**src/rtl/spi_regfile.sv**
```systemverilog
// SPI mode-0 peripheral with a small write/read register file, driven from a fast system clock.
// Optional readback path: define SPI_REGFILE_READBACK_EN to compile in the CIPO shifter.
module spi_regfile #(
  parameter int DATA_W   = 8,
  parameter int ADDR_W   = 7,
  parameter int NUM_REGS = 5
) (
  input  logic                       clk,
  input  logic                       rst,
  input  logic                       nCS,
  input  logic                       SCLK,
  input  logic                       COPI,
  output logic                       CIPO,
  output logic                       cipo_oe,
  output logic [NUM_REGS*DATA_W-1:0] regs_out,
  output logic                       wr_pulse,
  output logic [ADDR_W-1:0]          wr_addr,
  output logic                       frame_err
);

  localparam int FRAME_W = 1 + ADDR_W + DATA_W;
  localparam int CNT_W   = $clog2(FRAME_W + 1);
  localparam logic [ADDR_W:0] NUM_REGS_L = (ADDR_W+1)'(NUM_REGS);

  typedef enum logic [1:0] {IDLE, CMD, DATA, DONE} state_t;
  state_t state_reg, state_next;

  logic [1:0]         ncs_sync_reg, sclk_sync_reg, copi_sync_reg;
  logic               ncs_prev_reg, sclk_prev_reg;
  logic [1:0]         settle_reg;
  logic               armed_reg;
  logic [CNT_W-1:0]   cnt_reg;
  logic [FRAME_W-1:0] shift_reg;
  logic               long_reg;

  logic ncs_s, sclk_s, copi_s, ncs_rise, ncs_fall, sclk_rise;
  logic [FRAME_W-1:0] shift_next;
  logic               frame_rw, addr_ok, commit;
  logic [ADDR_W-1:0]  frame_addr;
  logic [DATA_W-1:0]  frame_data;

  assign ncs_s  = ncs_sync_reg[1];
  assign sclk_s = sclk_sync_reg[1];
  assign copi_s = copi_sync_reg[1];

  // A fall is only honoured once nCS has been seen high after reset, so a
  // frame interrupted by reset cannot resume without a fresh chip-select.
  assign ncs_fall  = armed_reg & ncs_prev_reg & ~ncs_s;
  assign ncs_rise  = ~ncs_prev_reg & ncs_s;
  assign sclk_rise = ~sclk_prev_reg & sclk_s;

  assign shift_next = {shift_reg[FRAME_W-2:0], copi_s};
  assign frame_rw   = shift_reg[FRAME_W-1];
  assign frame_addr = shift_reg[DATA_W +: ADDR_W];
  assign frame_data = shift_reg[DATA_W-1:0];
  assign addr_ok    = {1'b0, frame_addr} < NUM_REGS_L;
  assign commit     = ncs_rise && (state_reg == DONE) && !long_reg && frame_rw && addr_ok;

  always_ff @(posedge clk) begin
    if (rst) begin
      ncs_sync_reg  <= 2'b11;
      sclk_sync_reg <= 2'b00;
      copi_sync_reg <= 2'b00;
      ncs_prev_reg  <= 1'b1;
      sclk_prev_reg <= 1'b0;
      settle_reg    <= 2'd0;
      armed_reg     <= 1'b0;
    end else begin
      ncs_sync_reg  <= {ncs_sync_reg[0], nCS};
      sclk_sync_reg <= {sclk_sync_reg[0], SCLK};
      copi_sync_reg <= {copi_sync_reg[0], COPI};
      ncs_prev_reg  <= ncs_s;
      sclk_prev_reg <= sclk_s;
      if (settle_reg != 2'd2) settle_reg <= settle_reg + 2'd1;
      armed_reg     <= armed_reg | (ncs_s & (settle_reg == 2'd2));
    end
  end

  always_ff @(posedge clk) begin
    if (rst) state_reg <= IDLE;
    else     state_reg <= state_next;
  end

  always_comb begin
    state_next = state_reg;
    if (ncs_rise) begin
      state_next = IDLE;
    end else begin
      case (state_reg)
        IDLE: if (ncs_fall) state_next = CMD;
        CMD:  if (sclk_rise && cnt_reg == CNT_W'(ADDR_W)) state_next = DATA;
        DATA: if (sclk_rise && cnt_reg == CNT_W'(FRAME_W-1)) state_next = DONE;
        default: state_next = state_reg;
      endcase
    end
  end

  always_ff @(posedge clk) begin
    if (rst) begin
      cnt_reg   <= '0;
      shift_reg <= '0;
      long_reg  <= 1'b0;
      wr_pulse  <= 1'b0;
      wr_addr   <= '0;
      frame_err <= 1'b0;
    end else begin
      wr_pulse  <= 1'b0;
      frame_err <= 1'b0;
      if (state_reg == IDLE && ncs_fall) begin
        cnt_reg   <= '0;
        shift_reg <= '0;
        long_reg  <= 1'b0;
      end else if (sclk_rise && (state_reg == CMD || state_reg == DATA)) begin
        shift_reg <= shift_next;
        cnt_reg   <= cnt_reg + CNT_W'(1);
      end else if (sclk_rise && state_reg == DONE) begin
        long_reg  <= 1'b1;
      end
      if (ncs_rise) begin
        case (state_reg)
          CMD, DATA: frame_err <= 1'b1;
          DONE: begin
            if (long_reg || (frame_rw && !addr_ok)) begin
              frame_err <= 1'b1;
            end else if (frame_rw) begin
              wr_pulse <= 1'b1;
              wr_addr  <= frame_addr;
            end
          end
          default: ;
        endcase
      end
    end
  end

  for (genvar gi = 0; gi < NUM_REGS; gi++) begin : g_reg
    logic [DATA_W-1:0] data_reg;
    always_ff @(posedge clk) begin
      if (rst)                                         data_reg <= '0;
      else if (commit && frame_addr == ADDR_W'(gi))    data_reg <= frame_data;
    end
    assign regs_out[gi*DATA_W +: DATA_W] = data_reg;
  end

`ifdef SPI_REGFILE_READBACK_EN
  logic [DATA_W-1:0] out_shift_reg, rd_data;
  logic              read_reg, sclk_fall, cmd_done;
  logic [ADDR_W-1:0] rd_addr;

  assign sclk_fall = sclk_prev_reg & ~sclk_s;
  assign cmd_done  = !ncs_rise && state_reg == CMD && sclk_rise && cnt_reg == CNT_W'(ADDR_W);
  assign rd_addr   = shift_next[ADDR_W-1:0];

  always_comb begin
    rd_data = '0;
    for (int i = 0; i < NUM_REGS; i++)
      if (rd_addr == ADDR_W'(i)) rd_data = regs_out[i*DATA_W +: DATA_W];
  end

  // The falling edge straight after the last command bit must not shift:
  // the MSB has to survive until the first data-phase rising edge.
  always_ff @(posedge clk) begin
    if (rst) begin
      out_shift_reg <= '0;
      read_reg      <= 1'b0;
    end else if (cmd_done) begin
      read_reg      <= ~shift_next[ADDR_W];
      out_shift_reg <= rd_data;
    end else if (state_reg == DATA && sclk_fall && cnt_reg > CNT_W'(ADDR_W+1)) begin
      out_shift_reg <= {out_shift_reg[DATA_W-2:0], 1'b0};
    end
  end

  assign CIPO    = (state_reg == DATA) & read_reg & out_shift_reg[DATA_W-1];
  assign cipo_oe = ~ncs_s;
`else
  assign CIPO    = 1'b0;
  assign cipo_oe = 1'b0;
`endif

endmodule

```
**config.mk**
```make
export PLATFORM = sky130hd
export DESIGN_NAME = spi_regfile
export DESIGN_NICKNAME = d
export VERILOG_FILES = /design/src/rtl/spi_regfile.sv
export SDC_FILE = /design/constraint.sdc
export NUM_CORES = 1
export LEC_CHECK = 0
export BUFFER_PORTS_ARGS = -buffer_cell sky130_fd_sc_hd__buf_4
export CAP_MARGIN = 20
export CELL_PAD_IN_SITES_DETAIL_PLACEMENT = 0
export CELL_PAD_IN_SITES_GLOBAL_PLACEMENT = 1
export CORE_MARGIN = 8
export CORE_UTILIZATION = 27
export DETAILED_ROUTE_END_ITERATION = 8
export PLACE_DENSITY = 0.66
export SLEW_MARGIN = 10
export SYNTH_ARGS = -nofsm -noshare
export SYNTH_HDL_FRONTEND = slang
export SYNTH_SLANG_ARGS = --single-unit
```
**constraint.sdc**
```tcl
create_clock -name clk -period 2.45 [get_ports clk]
set_clock_uncertainty 0.1 [all_clocks]
set_input_delay 0 -clock clk [delete_from_list [all_inputs] [get_ports clk]]
set_output_delay 0 -clock clk [all_outputs]
set_load 0.01 [all_outputs]
```
======== Word level (Yosys, flattened, before mapping) ========
Cells that the tools add are included.
word-level totals
  register bits after elaboration ......... 84
  input port bits ......................... 5
  output and inout bits ................... 51
  logic and storage cells ................. 86
operators by class
  add/subtract/negate cells ............... 2
  magnitude comparators ................... 1
  equality and inequality tests ........... 14
  muxes and demuxes ....................... 7
  bitwise operators ....................... 13
  reductions and logical operators ........ 30
operators by type and width
  kind                   number
  $logic_and A1 B1 Y1    15
  $eq A7 B2 Y1 const B   2
  $ne A2 B2 Y1 const B   4
  $reduce_and A4 Y1      2
  $reduce_or A2 Y1       4
  $eq A7 B1 Y1 const B   1
  $eq A7 B3 Y1 const B   1
  $logic_not A7 Y1       1
  $lt A7 B3 Y1 const B   1
  $not A1 Y1             7
  $eq A2 B2 Y1 const B   3
  $mux W2                3
  $pmux W2 S3            1
  $add A5 B1 Y5 const B  1
  $and A1 B1 Y1          5
  $eq A5 B3 Y1 const B   1
  $eq A5 B4 Y1 const B   1
  $reduce_or A4 Y1       1
  $reduce_bool A3 Y1     1
  $add A2 B1 Y2 const B  1
  $eq A2 B1 Y1 const B   1
  $logic_not A1 Y1       2
  $logic_not A2 Y1       1
  $logic_or A1 B1 Y1     2
  other kinds (4)        5

======== Logic depth before layout (Yosys ltp) ========
  depth after elaboration ................. 7
  mapped depth ............................ 6
  gate-level depth less buffers ........... 6

======== Worst setup path before layout ========
No wires, ideal clock.
  path kind ............................... register to register
  start ................................... reg state_reg[0]
  end ..................................... reg cnt_reg[4]
  setup time .............................. 0.086 ns
  arrival ................................. 1.522 ns
  data required time ...................... 2.264 ns
  slack ................................... 0.742 ns
  cell stages (with the launch flop) ...... 7
  buffers on the path ..................... 1
  period minus slack after synthesis ...... 1.708 ns
  cells stage by stage .................... dfxtp_1 > inv_1 > ha_1 > and3b_1 > clkbuf_1 > nor2_1 > a211oi_1
on the way
  cells in the longest elaborated chain, start to end .. 3
  elaborated cells between the ends (all ways) .. 7
  those cells by class .................... eq/ne (2); reduce/logical (5)
RTL lines
  what                                                              line      RTL
  start, declared                                                   26        state_t state_reg, state_next;
  start signal, assigned                                            81        else state_reg <= state_next;
  $eq A2 B1 Y1, or another cell as far along                        113       end else if (sclk_rise && (state_reg == CMD || state_reg == DATA)) begin
  $logic_or A1 B1 Y1 / $logic_and A1 B1 Y1 (equally long branches)  113, 109
  $logic_and A1 B1 Y1 / $reduce_or A2 Y1 (equally long branches)    --
  end signal, assigned                                              115       cnt_reg <= cnt_reg + CNT_W'(1);
  end, declared                                                     32        logic [CNT_W-1:0] cnt_reg;
Parallel ways exist; a longest one is shown, timed or not.
A chain may end at the register's enable or synchronous reset.

======== Worst setup path in the final report ========
  start ................................... reg shift_reg[12]
  end ..................................... reg g_reg[4].data_reg[0]
on the way
  cells in the longest elaborated chain, start to end .. 3
  elaborated cells between the ends (all ways) .. 4
  those cells by class .................... order compare (1); eq/ne (1); reduce/logical (2)
RTL lines
  what                     line  RTL
  start, declared          33    logic [FRAME_W-1:0] shift_reg;
  start signal, assigned   114   shift_reg <= shift_next;
  $lt A7 B3 Y1             56    assign addr_ok = {1'b0, frame_addr} < NUM_REGS_L;
  $logic_and A1 B1 Y1      57    assign commit = ncs_rise && (state_reg == DONE) && !long_reg && frame_rw && addr_ok;
  $logic_and A1 B1 Y1 (*)  140   else if (commit && frame_addr == ADDR_W'(gi)) data_reg <= frame_data;
  end signal, assigned     140
  end, declared            137   logic [DATA_W-1:0] data_reg;
Every way passes the cells marked *; elsewhere a longest branch is shown, timed or not.

==> flow_summary.json <==
{
  "clock.fmax_mhz": 517,
  "largest_reg_flops": 40,
  "synth-seq-cells": 84,
  "clockBufferDepth": 2,
  "ys.flop_type": "dfxtp_1",
  "vias": 2552,
  "fp.dieH_um": 125,
  "io_pins": 56,
  "status": "completed",
  "clock_latency_ns": 0.33,
  "grt_pass1_vias": 2458,
  "initial_core_util_pct": 27.2,
  "worst_slack_ns": 0.517,
  "core_area_um2": 11900,
  "rows": 40,
  "io_buffer_count": 53,
  "whs_ns": 0.0290,
  "p_leak_nw": 1.51,
  "synth.top_cells.by_area": "dfxtp_1 52%, nand3b_1 9.8%, o21ai_0 6.7%",
  "crit_fanout": 16,
  "p_clk_share_pct": 45.5,
  "nNetsFinal": 413,
  "critical_path_required_ns": 2.54,
  "setup_violations": 0,
  "p_int_mw": 2.17,
  "synthCells": 350,
  "grt_max_degree": 68,
  "ys.warnings.count": 0,
  "fin_crit_sh_pct": 78.9,
  "drive_gt1_share_pct": 20.5,
  "cts_root_buf": "clkbuf_16",
  "irDropWorstVdd_mv": 0.307,
  "antennaDiodeCount": 0,
  "p_sw_share_pct": 22.6,
  "timing.final.max_slew_violations": 0,
  "max_stage_delay_ns": 0.56,
  "h-tree-depth": 3,
  "min_period_ns": 1.93,
  "arrival_ns": 2.03,
  "hold_path_class": "primary input to flop",
  "fillers": 1233,
  "power_switching_uw": 633,
  "cts_tree": "yes",
  "total_power_mw": 2.80,
  "grt-ovfl-total": 0,
  "antenna_found_initial": 0,
  "synthMostInstantiatedCell": "dfxtp_1",
  "fin_setup_tns_ns": 0,
  "powerDensity_nw_per_um2": 689,
  "drv_cap": 0,
  "cp_cell_sequence": "nor3_1 > nand4_1 > nand3b_1 > o21ai_0",
  "synth_top_area_share_pct": 52.1,
  "comb_power_share_pct": 4.3,
  "dpl.cell_count": 533,
  "post-dp-hpwl_um": 5340,
  "synth_top_cell_by_area": "dfxtp_1",
  "gp_routability_congestion": 0.764,
  "drtIter0Drc": 140,
  "drc": 0,
  "ys_seq_area_share_pct": 52.1,
  "dieWidth_um": 125,
  "grt_pass1_wl_um": 12700,
  "path_class": "flop to flop",
  "cpMaxStageDelayCell": "nand4_1",
  "synthTopCellsByCount": "84 x dfxtp_1, 43 x o21ai_0, 42 x nand3b_1",
  "track_usage_pct": 9.80,
  "cts.sinks": 84,
  "instances_no_fill": 552,
  "ant_nets": 0,
  "netlist_area_um2": 3230,
  "synth_edf_count": 0,
  "clkTransAtPathRegs_ns": 0.06,
  "first_pass_iters": 4,
  "timing.slew.headroom_pct": 42.8,
  "ys_types": 38,
  "dieArea_um2": 15700,
  "dp_slack_ns": 0.554,
  "critPathCaptureType": "flop",
  "tightestPinTransition_ns": 0.858,
  "postRouteWirelength_um": 7760,
  "syn_avg_cell_area_um2": 9.22,
  "routedWlPerCell_um": 14.1,
  "via_per_inst": 4.62,
  "syn_to_final_growth_pct": 26.0,
  "rsz0062_at_grt": "no",
  "cts_made_buffers": 9,
  "pwr-share-seq_pct": 50.2,
  "async_flop_share_pct": 0,
  "finalHoldViolCount": 0,
  "cp-start-kind": "flop"
}
[layer usage]
layer	up-vias	track usage, %	wire (um)
met3	8	2.34	342
met2	49	15.3	3560
li1	1301	-	-
met1	1194	13.0	3780
met4	0	3.22	82
met5	-	0	0
[cell families (layout without fill, tap and decap cells)]
kind of cell	Yosys count	in the layout	synth area share, %
adder cells (fa/ha/maj)	8	8	3.10
multiplexers	2	2	0.620
AND/OR/NAND/NOR	148	148	27.3
flip-flops	84	84	52.1
buffers and inverters	27	81	3.45
AO/OA/AOI/OAI	76	76	12.2
other	1	2	0.116
XOR/XNOR	4	4	1.09
[repair_timing]
item | CTS | global route
buffers inserted | 0 | 0
endpoints found under the hold margin | 3 | 0
resized for setup | 0 | 0
hold buffers | 3 | 0
endpoints found under the setup margin | 0 | 0
[through the flow]
stage / cell area (um^2) / utilization [%]
floorplan: 3230 / -
CTS: 4070 / 34.3
finish: 4070 / 34.3
global placement: 3750 / 31.6
detailed placement: 3750 / 31.6
global route: 4070 / 34.3
[path summary, 6_finish.rpt]
kind | startpoint | end | slack, ns | cells after the start
max reg2reg | shift_reg[12]$_SDFFE_PP0P_ | g_reg[4].data_reg[0]$_SDFFE_PP0P_ | 0.52 | 4
min reg2reg | ncs_sync_reg[0]$_SDFF_PP1_ | ncs_sync_reg[1]$_SDFF_PP1_ | 0.31 | 1
min | rst | settle_reg[0]$_SDFFE_PP0P_ | 0.03 | 2
max | shift_reg[12]$_SDFFE_PP0P_ | g_reg[4].data_reg[0]$_SDFFE_PP0P_ | 0.52 | 4
[placed cells by master, fill, tap and decap left out, types with 3 or more instances in the layout]
| master | count |
|---|---|
| nor3_1 | 4 |
| or2_2 | 5 |
| nand2_1 | 40 |
| ha_1 | 8 |
| nand4_1 | 6 |
| nor4b_1 | 3 |
| a21oi_1 | 25 |
| inv_1 | 5 |
| buf_4 | 57 |
| dfxtp_1 | 84 |
| clkbuf_16 | 9 |
| nand3b_1 | 42 |
| nor2_1 | 11 |
| o21ai_1 | 3 |
| nor2b_1 | 7 |
| dlygate4sd3_1 | 3 |
| xor2_1 | 3 |
| nand3_1 | 4 |
| and2_1 | 4 |
| clkinvlp_4 | 4 |
| nand2b_1 | 12 |
| o21ai_0 | 43 |
[power groups by stage]
stage	Sequential, mW	Clock [mW]	Combinational, mW
global placement	1.44	0	0.114
detailed placement	1.44	0	0.118
global route	1.41	1.37	0.146
CTS	1.41	1.31	0.124
floorplan	1.44	0	0.0988
finish	1.41	1.27	0.121
[critical path: cells and delay by family (launching register included)]
kind / cells / cell delay [ns]
AOI/OAI and AO/OA: 1 / 0.10
DFF: 1 / 0.33
and+or+nand+nor: 3 / 1.26
[layout make-up]
cell class	count	area [um^2]	share of cell area, %
Clock buffer	10	239	5.88
Clock inverter	6	47.5	1.17
Inverter	5	18.8	0.461
Multi-Input combinational cell	240	1440	35.4
Sequential cell	84	1680	41.3
Tap cell	147	184	4.52
Timing Repair Buffer	60	458	11.3
Power figures use the tool's default switching activity.
